==> config.mk <==
export PLATFORM = sky130hd
export DESIGN_NAME = rx_filt_sequencer_flat
export DESIGN_NICKNAME = d
export VERILOG_FILES = /design/src/rtl/rx_filt_sequencer_pkg.sv /design/src/rtl/rx_filt_sequencer_if.sv /design/src/rtl/rx_strobe_div.sv /design/src/rtl/rx_filt_sequencer.sv /design/src/flat_wrapper.sv
export SDC_FILE = /design/constraint.sdc
export NUM_CORES = 1
export LEC_CHECK = 0
export CAP_MARGIN = 10
export CORE_UTILIZATION = 43
export DETAILED_ROUTE_END_ITERATION = 10
export GPL_ROUTABILITY_DRIVEN = 0
export GPL_TIMING_DRIVEN = 1
export PLACE_DENSITY = 0.77
export SLEW_MARGIN = 30
export SYNTH_ARGS = -nofsm -noshare
export SYNTH_HDL_FRONTEND = slang
export SYNTH_SLANG_ARGS = --single-unit
==> constraint.sdc <==
create_clock -name i_clk -period 1.5 [get_ports i_clk]
set_input_delay 0.3 -clock i_clk [delete_from_list [all_inputs] [get_ports i_clk]]
set_output_delay 0.3 -clock i_clk [all_outputs]
set_load 0.05 [all_outputs]
==> src/rtl/rx_filt_sequencer_pkg.sv <==
// rtl/rx_filt_sequencer_pkg.sv - shared rx timing constants and sequencer state encoding
package rx_filt_sequencer_pkg;

  localparam int CLK_PER_SAM  = 4;
  localparam int SAM_PER_SYM  = 4;
  localparam int FILL_SAMPLES = 68;

  localparam int CLK_W  = $clog2(CLK_PER_SAM);
  localparam int SAM_W  = $clog2(SAM_PER_SYM);
  localparam int FILL_W = $clog2(FILL_SAMPLES + 1);
  localparam int SLIP_W = 8;

  typedef enum logic [1:0] {
    ST_IDLE = 2'd0,
    ST_FILL = 2'd1,
    ST_RUN  = 2'd2
  } state_e;

endpackage

==> src/rtl/rx_filt_sequencer_if.sv <==
// rtl/rx_filt_sequencer_if.sv - control and strobe bundle between the rx sequencer and its user
interface rx_filt_sequencer_if;
  import rx_filt_sequencer_pkg::*;

  logic              run;
  logic              sym_align;
  logic              sam_clk_en;
  logic              sym_clk_en;
  logic [CLK_W-1:0]  mac_phase;
  logic              y_valid;
  logic [SLIP_W-1:0] slip_cnt;

  modport master (
    output run, sym_align,
    input  sam_clk_en, sym_clk_en, mac_phase, y_valid, slip_cnt
  );

  modport slave (
    input  run, sym_align,
    output sam_clk_en, sym_clk_en, mac_phase, y_valid, slip_cnt
  );

endinterface

==> src/rtl/rx_strobe_div.sv <==
// rtl/rx_strobe_div.sv - clock/sample divider producing sample and symbol strobes and MAC phase
module rx_strobe_div
  import rx_filt_sequencer_pkg::*;
(
  input  logic             i_clk,
  input  logic             i_reset,
  input  logic             i_en,
  input  logic             i_clr,
  output logic             o_sam_en,
  output logic             o_sym_en,
  output logic [CLK_W-1:0] o_mac_phase
);

  logic [CLK_W-1:0] r_cnt_clk;
  logic [SAM_W-1:0] r_cnt_sam;
  logic             w_clk_wrap;
  logic             w_sam_wrap;

  assign w_clk_wrap = (r_cnt_clk == CLK_W'(CLK_PER_SAM - 1));
  assign w_sam_wrap = (r_cnt_sam == SAM_W'(SAM_PER_SYM - 1));

  // Clear wins over advance so a realign lands exactly on sample 0, phase 0.
  always_ff @(posedge i_clk) begin
    if (i_reset || i_clr) begin
      r_cnt_clk <= '0;
      r_cnt_sam <= '0;
    end else if (i_en) begin
      if (w_clk_wrap) begin
        r_cnt_clk <= '0;
        r_cnt_sam <= w_sam_wrap ? '0 : r_cnt_sam + 1'b1;
      end else begin
        r_cnt_clk <= r_cnt_clk + 1'b1;
      end
    end
  end

  assign o_sam_en    = i_en & w_clk_wrap;
  assign o_sym_en    = o_sam_en & w_sam_wrap;
  assign o_mac_phase = r_cnt_clk;

endmodule

==> src/rtl/rx_filt_sequencer.sv <==
// rtl/rx_filt_sequencer.sv - start-up/fill sequencer and symbol realignment for the rx shaping filter
module rx_filt_sequencer
  import rx_filt_sequencer_pkg::*;
(
  input  logic                 i_clk,
  input  logic                 i_reset,
  rx_filt_sequencer_if.slave   io_rx
);

  state_e            r_state;
  logic [FILL_W-1:0] r_fill_cnt;
  logic              r_y_valid;
  logic [SLIP_W-1:0] r_slip_cnt;

  logic              w_active;
  logic              w_align;
  logic              w_clr;
  logic              w_sam_en;
  logic              w_sym_en;
  logic [CLK_W-1:0]  w_mac_phase;

  assign w_active = (r_state != ST_IDLE);
  assign w_align  = w_active & io_rx.run & io_rx.sym_align;
  // Divider sits at zero throughout IDLE, on the way into IDLE, and after a realign pulse.
  assign w_clr    = ~w_active | ~io_rx.run | io_rx.sym_align;

  rx_strobe_div u_div (
    .i_clk       (i_clk),
    .i_reset     (i_reset),
    .i_en        (w_active),
    .i_clr       (w_clr),
    .o_sam_en    (w_sam_en),
    .o_sym_en    (w_sym_en),
    .o_mac_phase (w_mac_phase)
  );

  always_ff @(posedge i_clk) begin
    if (i_reset) begin
      r_state    <= ST_IDLE;
      r_fill_cnt <= '0;
      r_y_valid  <= 1'b0;
      r_slip_cnt <= '0;
    end else begin
      case (r_state)
        ST_IDLE: begin
          r_fill_cnt <= '0;
          r_y_valid  <= 1'b0;
          if (io_rx.run) r_state <= ST_FILL;
        end
        ST_FILL: begin
          if (!io_rx.run) begin
            r_state    <= ST_IDLE;
            r_fill_cnt <= '0;
          end else if (w_sam_en) begin
            r_fill_cnt <= r_fill_cnt + 1'b1;
            if (r_fill_cnt == FILL_W'(FILL_SAMPLES - 1)) begin
              r_state   <= ST_RUN;
              r_y_valid <= 1'b1;
            end
          end
        end
        ST_RUN: begin
          if (!io_rx.run) begin
            r_state    <= ST_IDLE;
            r_fill_cnt <= '0;
            r_y_valid  <= 1'b0;
          end
        end
        default: begin
          r_state    <= ST_IDLE;
          r_fill_cnt <= '0;
          r_y_valid  <= 1'b0;
        end
      endcase

      // A pulse on a natural symbol boundary does not move the phase, so it is not a slip.
      if (w_align && !w_sym_en && (r_slip_cnt != {SLIP_W{1'b1}}))
        r_slip_cnt <= r_slip_cnt + 1'b1;
    end
  end

  assign io_rx.sam_clk_en = w_sam_en;
  assign io_rx.sym_clk_en = w_sym_en;
  assign io_rx.mac_phase  = w_mac_phase;
  assign io_rx.y_valid    = r_y_valid;
  assign io_rx.slip_cnt   = r_slip_cnt;

endmodule

==> src/flat_wrapper.sv <==
// flat-port wrapper written by rule: the top's interface ports become plain ports
module rx_filt_sequencer_flat import rx_filt_sequencer_pkg::*;
  (i_clk, i_reset, io_rx_run, io_rx_sym_align, io_rx_sam_clk_en, io_rx_sym_clk_en, io_rx_mac_phase, io_rx_y_valid, io_rx_slip_cnt);
  rx_filt_sequencer_if io_rx_i ();
  input  logic i_clk;
  input  logic i_reset;
  input wire logic [$bits(io_rx_i.run)-1:0] io_rx_run;
  input wire logic [$bits(io_rx_i.sym_align)-1:0] io_rx_sym_align;
  output wire logic [$bits(io_rx_i.sam_clk_en)-1:0] io_rx_sam_clk_en;
  output wire logic [$bits(io_rx_i.sym_clk_en)-1:0] io_rx_sym_clk_en;
  output wire logic [$bits(io_rx_i.mac_phase)-1:0] io_rx_mac_phase;
  output wire logic [$bits(io_rx_i.y_valid)-1:0] io_rx_y_valid;
  output wire logic [$bits(io_rx_i.slip_cnt)-1:0] io_rx_slip_cnt;
  assign io_rx_i.run = io_rx_run;
  assign io_rx_i.sym_align = io_rx_sym_align;
  assign io_rx_sam_clk_en = io_rx_i.sam_clk_en;
  assign io_rx_sym_clk_en = io_rx_i.sym_clk_en;
  assign io_rx_mac_phase = io_rx_i.mac_phase;
  assign io_rx_y_valid = io_rx_i.y_valid;
  assign io_rx_slip_cnt = io_rx_i.slip_cnt;
  rx_filt_sequencer u_core (.i_clk(i_clk), .i_reset(i_reset), .io_rx(io_rx_i));
endmodule
### Yosys cells after proc, flatten, opt, wreduce, memory -nomap -nowiden

Cells that the tools add are included.

* word-level logic and storage cells: 58
* input port bits: 4
* bits in registers: 22
* output and inout port bits: 13

* reduce and logical (&&, ||, !) cells: 10
* bitwise operators: 8
* equal/unequal tests: 13
* mux-type cells: 17
* $add $sub $neg: 4

Operators by type and width (number)
* $mux 7: 3
* $mux 2: 7
* $pmux 7 s2: 1
* $add 8x1->8 const B: 1
* $ne 2x2->1 const B: 4
* $ne 8x8->1 const B: 1
* $reduce_and 4->1: 2
* $add 7x1->7 const B: 1
* $eq 7x7->1 const B: 1
* $eq 2x2->1 const B: 3
* $pmux 2 s3: 1
* $add 2x1->2 const B: 2
* $and 1x1->1: 4
* $mux 1: 4
* $reduce_and 2->1: 2
* $ne 3x2->1 const B: 1
* $ne 3x3->1 const B: 1
* $eq 2x1->1 const B: 1
* $logic_and 1x1->1: 2
* $logic_not 2->1: 1
* $ne 2x1->1 const B: 1
* $not 1->1: 2
* $or 1x1->1: 2
* $pmux 1 s2: 1
* other kinds (3): 3

### Longest topological paths before layout

* depth in word-level cells: 6
* depth in mapped cells: 6
* mapped depth without buffers: 5

### Hierarchy

A second synthesis with hierarchy kept.

* cells, all modules: 124
* area, all modules: 1128.6 um2

By module, submodules not included
* rx_filt_sequencer: area each 913.4 um2, times used 1, cells each 103, seq. area each 360.3 um2
* rx_strobe_div: area each 215.2 um2, times used 1, cells each 21, seq. area each 80.1 um2

### Worst setup path after synthesis

Ideal clock, no wire load.

* path kind: register to output
* start point: register u_core.u_div.r_cnt_clk[0], in the netlist u_core.u_div.o_mac_phase[0]
* end point: output port io_rx_sym_clk_en
* slack: -0.841 ns
* path buffers: 0
* data required time: 1.200 ns
* cell stages (with the launch flop): 5
* arrival: 2.041 ns
* path through: dfxtp_1 ha_1 o21ai_0 inv_1 and2_1

* longest elaborated chain between the ends: 3

Ends and longest elaborated chain
* from (decl): line rx_strobe_div.sv:14 `logic [CLK_W-1:0] r_cnt_clk;`
* from (signal assigned): line rx_strobe_div.sv:32 `r_cnt_clk <= r_cnt_clk + 1'b1;`
* $eq 2x2->1: line rx_strobe_div.sv:19 `assign w_clk_wrap = (r_cnt_clk == CLK_W'(CLK_PER_SAM - 1));`
* $and 1x1->1: line rx_strobe_div.sv:37 `assign o_sam_en = i_en & w_clk_wrap;`
* net io_rx_sam_clk_en: line flat_wrapper.sv:9 `output wire logic [$bits(io_rx_i.sam_clk_en)-1:0] io_rx_sam_clk_en;`
* $and 1x1->1: line rx_strobe_div.sv:38 `assign o_sym_en = o_sam_en & w_sam_wrap;`
* to (decl): line flat_wrapper.sv:10 `output wire logic [$bits(io_rx_i.sym_clk_en)-1:0] io_rx_sym_clk_en;`

The timed path passes the listed nets, and every way through them passes these cells.

### Final worst setup path

* start point: register u_core.u_div.r_cnt_clk[0], in the netlist u_core.u_div.o_mac_phase[0]
* end point: output port io_rx_sym_clk_en

* longest elaborated chain between the ends: 3

Ends and longest elaborated chain (line)
* $eq 2x2->1: rx_strobe_div.sv:19
* $and 1x1->1: rx_strobe_div.sv:37
* $and 1x1->1: rx_strobe_div.sv:38

No other way between the ends.

==> metrics.md <==
| Metric | Value |
|---|---|
| Status | `finished with violations` |
| Failing checks | `setup timing` |
| DPL Wire Length | `1.95 mm` |
| Wire length of the first global-routing pass | `5.22 mm` |
| Worst-Margin Slew | `roughly 0.41 ns` |
| P per Cell Area | `631 nW/um2` |
| Startpoint type of the worst setup path | `flip-flop` |
| Max-slew headroom at the worst pin | `72.4%` |
| Fin crit period | `between 1.5 and 2 ns` |
| Largest net degree at the start of global routing | `14` |
| Clock-pin slew on the worst setup and hold paths | `0.14 ns` |
| Vias in the first global route | `roughly 1.2k` |
| Clock Sinks | `22` |
| DRT antenna net count | `0` |
| Critical Path AT | `1.39 ns` |
| Std-Cell Rows | `17` |
| Maxcap violations | `0` |
| IO Pins | `17` |
| Post-Synthesis Cells | `122` |
| Levels on crit path | `6` |
| HP Class | `in -> reg` |
| Post-synth EDFFs | `0` |
| Synth Register Bits | `22` |
| Setup Viol. Count Final | `10` |
| Die area | `2750 um2` |
| Commonest non-fill, non-tap cells in the layout | `buf_4, buf_12, nor2_1, dfxtp_1` |
| WHS Path Cells | `3` |
| # diodes | `0` |
| Grt ovf | `0` |
| Setup crit end kind | `primary output` |
| Maximum VDD drop | `about 0.0006 V` |
| Syn nets | `130` |
| Post-DP Area | `1560 um2` |
| Cell Area, Synth | `1090 um2` |
| I/O Buffers | `16` |
| CP max FO | `3` |
| # nets final | `172` |
| Crit-path leading delay family | `flip-flops` |
| DR iter-0 viols | `28` |
| Clock Latency Late Sink | `around 0.33 ns` |
| Area delta synth->final | `69.6%` |
| Final Skew | `0.00813 ns` |
| Hold_buf cts | `0` |
| Commonest non-fill, non-tap cell in the layout | `buf_4` |
| Number of detailed-route iterations in the first pass | `4` |
| Num CTS Buffers | `3` |
| Share of cells above drive strength 1 | `a little over half` |
| Required @ worst endpoint | `1.20 ns` |
| DR vias/cell | `6.38` |
| Initial antenna violation count | `0` |
| Max Fclk | `590 MHz` |
| H-tree lvl count | `1` |
| Gr usage total | `26.0%` |
| Core Region | `2300 um2` |
| Post-route setup TNS | `-0.861 ns` |
| Die X | `roughly 52 um` |
| Final instance area | `1860 um2` |
| Syn avg cell area | `8.97 um2` |
| Critical path class | `reg -> out` |
| Most used DFF post-synth | `dfxtp_1` |
| Vert. Die Dim | `52.5 um` |
| Critical Path, Cell by Cell | `ha_4 -> buf_6 -> o21ai_4 -> inv_2 -> and2_4 -> buf_12` |
| Final WL | `between 3 and 4 mm` |
| DRC | `0` |
| Final worst path period share | `113%` |
| Ys async rst share | `0%` |
| CTS tree | `yes` |
| Initial Utilization | `47.7%` |
| DR vias | `1219` |
| Clk buf depth | `2` |
| Root buffer cell | `clkbuf_4` |
| DR WL/cell | `19.3 um` |
| Fin. max-slew vios | `0` |
| Fin. Hold Viols | `0` |
| Crit path largest cell delay | `0.38 ns` |
| Synth warn | `0` |
| Sequential fraction of the synthesis area | `40.2%` |
| CP bufs+invs | `3` |
| Yosys cell types | `around 40` |
| Pleak | `0.676 nW` |
| RSZ-0062 raised after global routing | `yes` |
| Final setup margin | `-0.194 ns` |
| Layout filler cell count | `131` |
| R2R cell count | `7` |
| CP max-delay cell | `dfxtp_4` |
where the power goes:
part           leakage, nW  switching (W)  total [W]  internal [W]
clock network       0.0279       0.000208   0.000478      0.000271
logic                0.463      0.0000502  0.0000983     0.0000480
registers            0.185      0.0000122   0.000595      0.000582
flip-flops by register name (all words and copies together) (netlist names):
register and cells:
u_core.io_rx.slip_cnt 8, u_core.r_fill_cnt 7, u_core.io_rx.y_valid 1, u_core.r_state 2, u_core.u_div.r_cnt_sam 2, u_core.u_div.o_mac_phase 2
routing by layer:
metal	vias up	share of wire (%)	wire (um)	global-route usage, %
met5	-	0	0	0
li1	540	-	-	-
met4	0	5.2	192	10.1
met3	21	4.9	179	3.77
met2	60	52	1920	49.8
met1	598	38	1390	27.8
path summary, 6_finish.rpt:
check | to | slack [ns] | startpoint
setup / recovery | io_rx_sym_clk_en | -0.19 | u_core.u_div.o_mac_phase[0]
hold / removal | u_core.r_state[1] | 0.42 | io_rx_run
setup reg to reg | u_core.r_fill_cnt[6] | -0.10 | u_core.u_div.o_mac_phase[0]
hold reg to reg | u_core.r_fill_cnt[1] | 0.51 | u_core.r_fill_cnt[1]
tightest hold or removal path: cells and delay by family:
| kind | cells | cell delay [ns] |
|---|---|---|
| buf+inv | 2 | 0.33 |
| compound gates | 1 | 0.09 |
cells in the mapped netlist (2+ instances only):
library cell	number	area share, %
a211oi_1	3	2.1
dfxtp_1	22	40
nor2b_1	3	1.7
nor4_1	3	1.7
and2_1	4	2.3
nor3_1	2	0.91
o21ai_0	6	2.7
nand4_1	3	1.7
nand3_1	5	2.3
inv_1	6	2.1
o21bai_1	2	1.4
nor2_1	10	3.4
a31oi_1	2	1.1
ha_1	4	4.6
nand2b_1	4	2.3
a21oi_1	11	5.0
or3_1	6	3.4
mux2i_1	2	1.8
nand2_1	2	0.69
through the flow:
stage	worst slack, ns	power (W)	util (%)	std cells	hold WS (ns)
4_1_cts	-0.162	0.00113	75.0	190	0.508
3_3_place_gp	-0.325	0.000673	68.0	179	0.471
5_1_grt	-0.224	0.00119	80.8	191	0.434
2_1_floorplan	-0.0989	0.000643	-	122	0.408
6_report	-0.194	0.00117	80.8	191	0.417
3_5_place_dp	-0.383	0.000676	68.0	179	0.487
cell type report:
class | count | area (um2) | area share (%)
tap | 28 | 35.0 | 1.89
timing repair buffer | 39 | 477 | 25.7
clock buffer | 3 | 22.5 | 1.21
inverter | 6 | 22.5 | 1.21
clock inverter | 1 | 30.0 | 1.62
sequential | 22 | 468 | 25.2
multi-input combinational | 92 | 802 | 43.2
timing repair:
action,CTS,global route
buffers inserted,6,2
endpoints found under the hold margin,0,0
resized for setup,13,29
endpoints found under the setup margin,11,21
pin swaps,6,12
cloned,1,0
cells by family (layout without fill, tap and decap cells):
group,Yosys count,after routing,share of synthesized area [%]
AO/OA/AOI/OAI,33,34,20.9
flip-flops,22,22,40.2
multiplexers,3,3,2.86
adder cells (fa/ha/maj),4,4,4.57
XOR/XNOR,2,2,1.60
buffers and inverters,9,49,3.88
AND/OR/NAND/NOR,49,49,25.9
No activity file was read; power rests on OpenSTA's default activity.
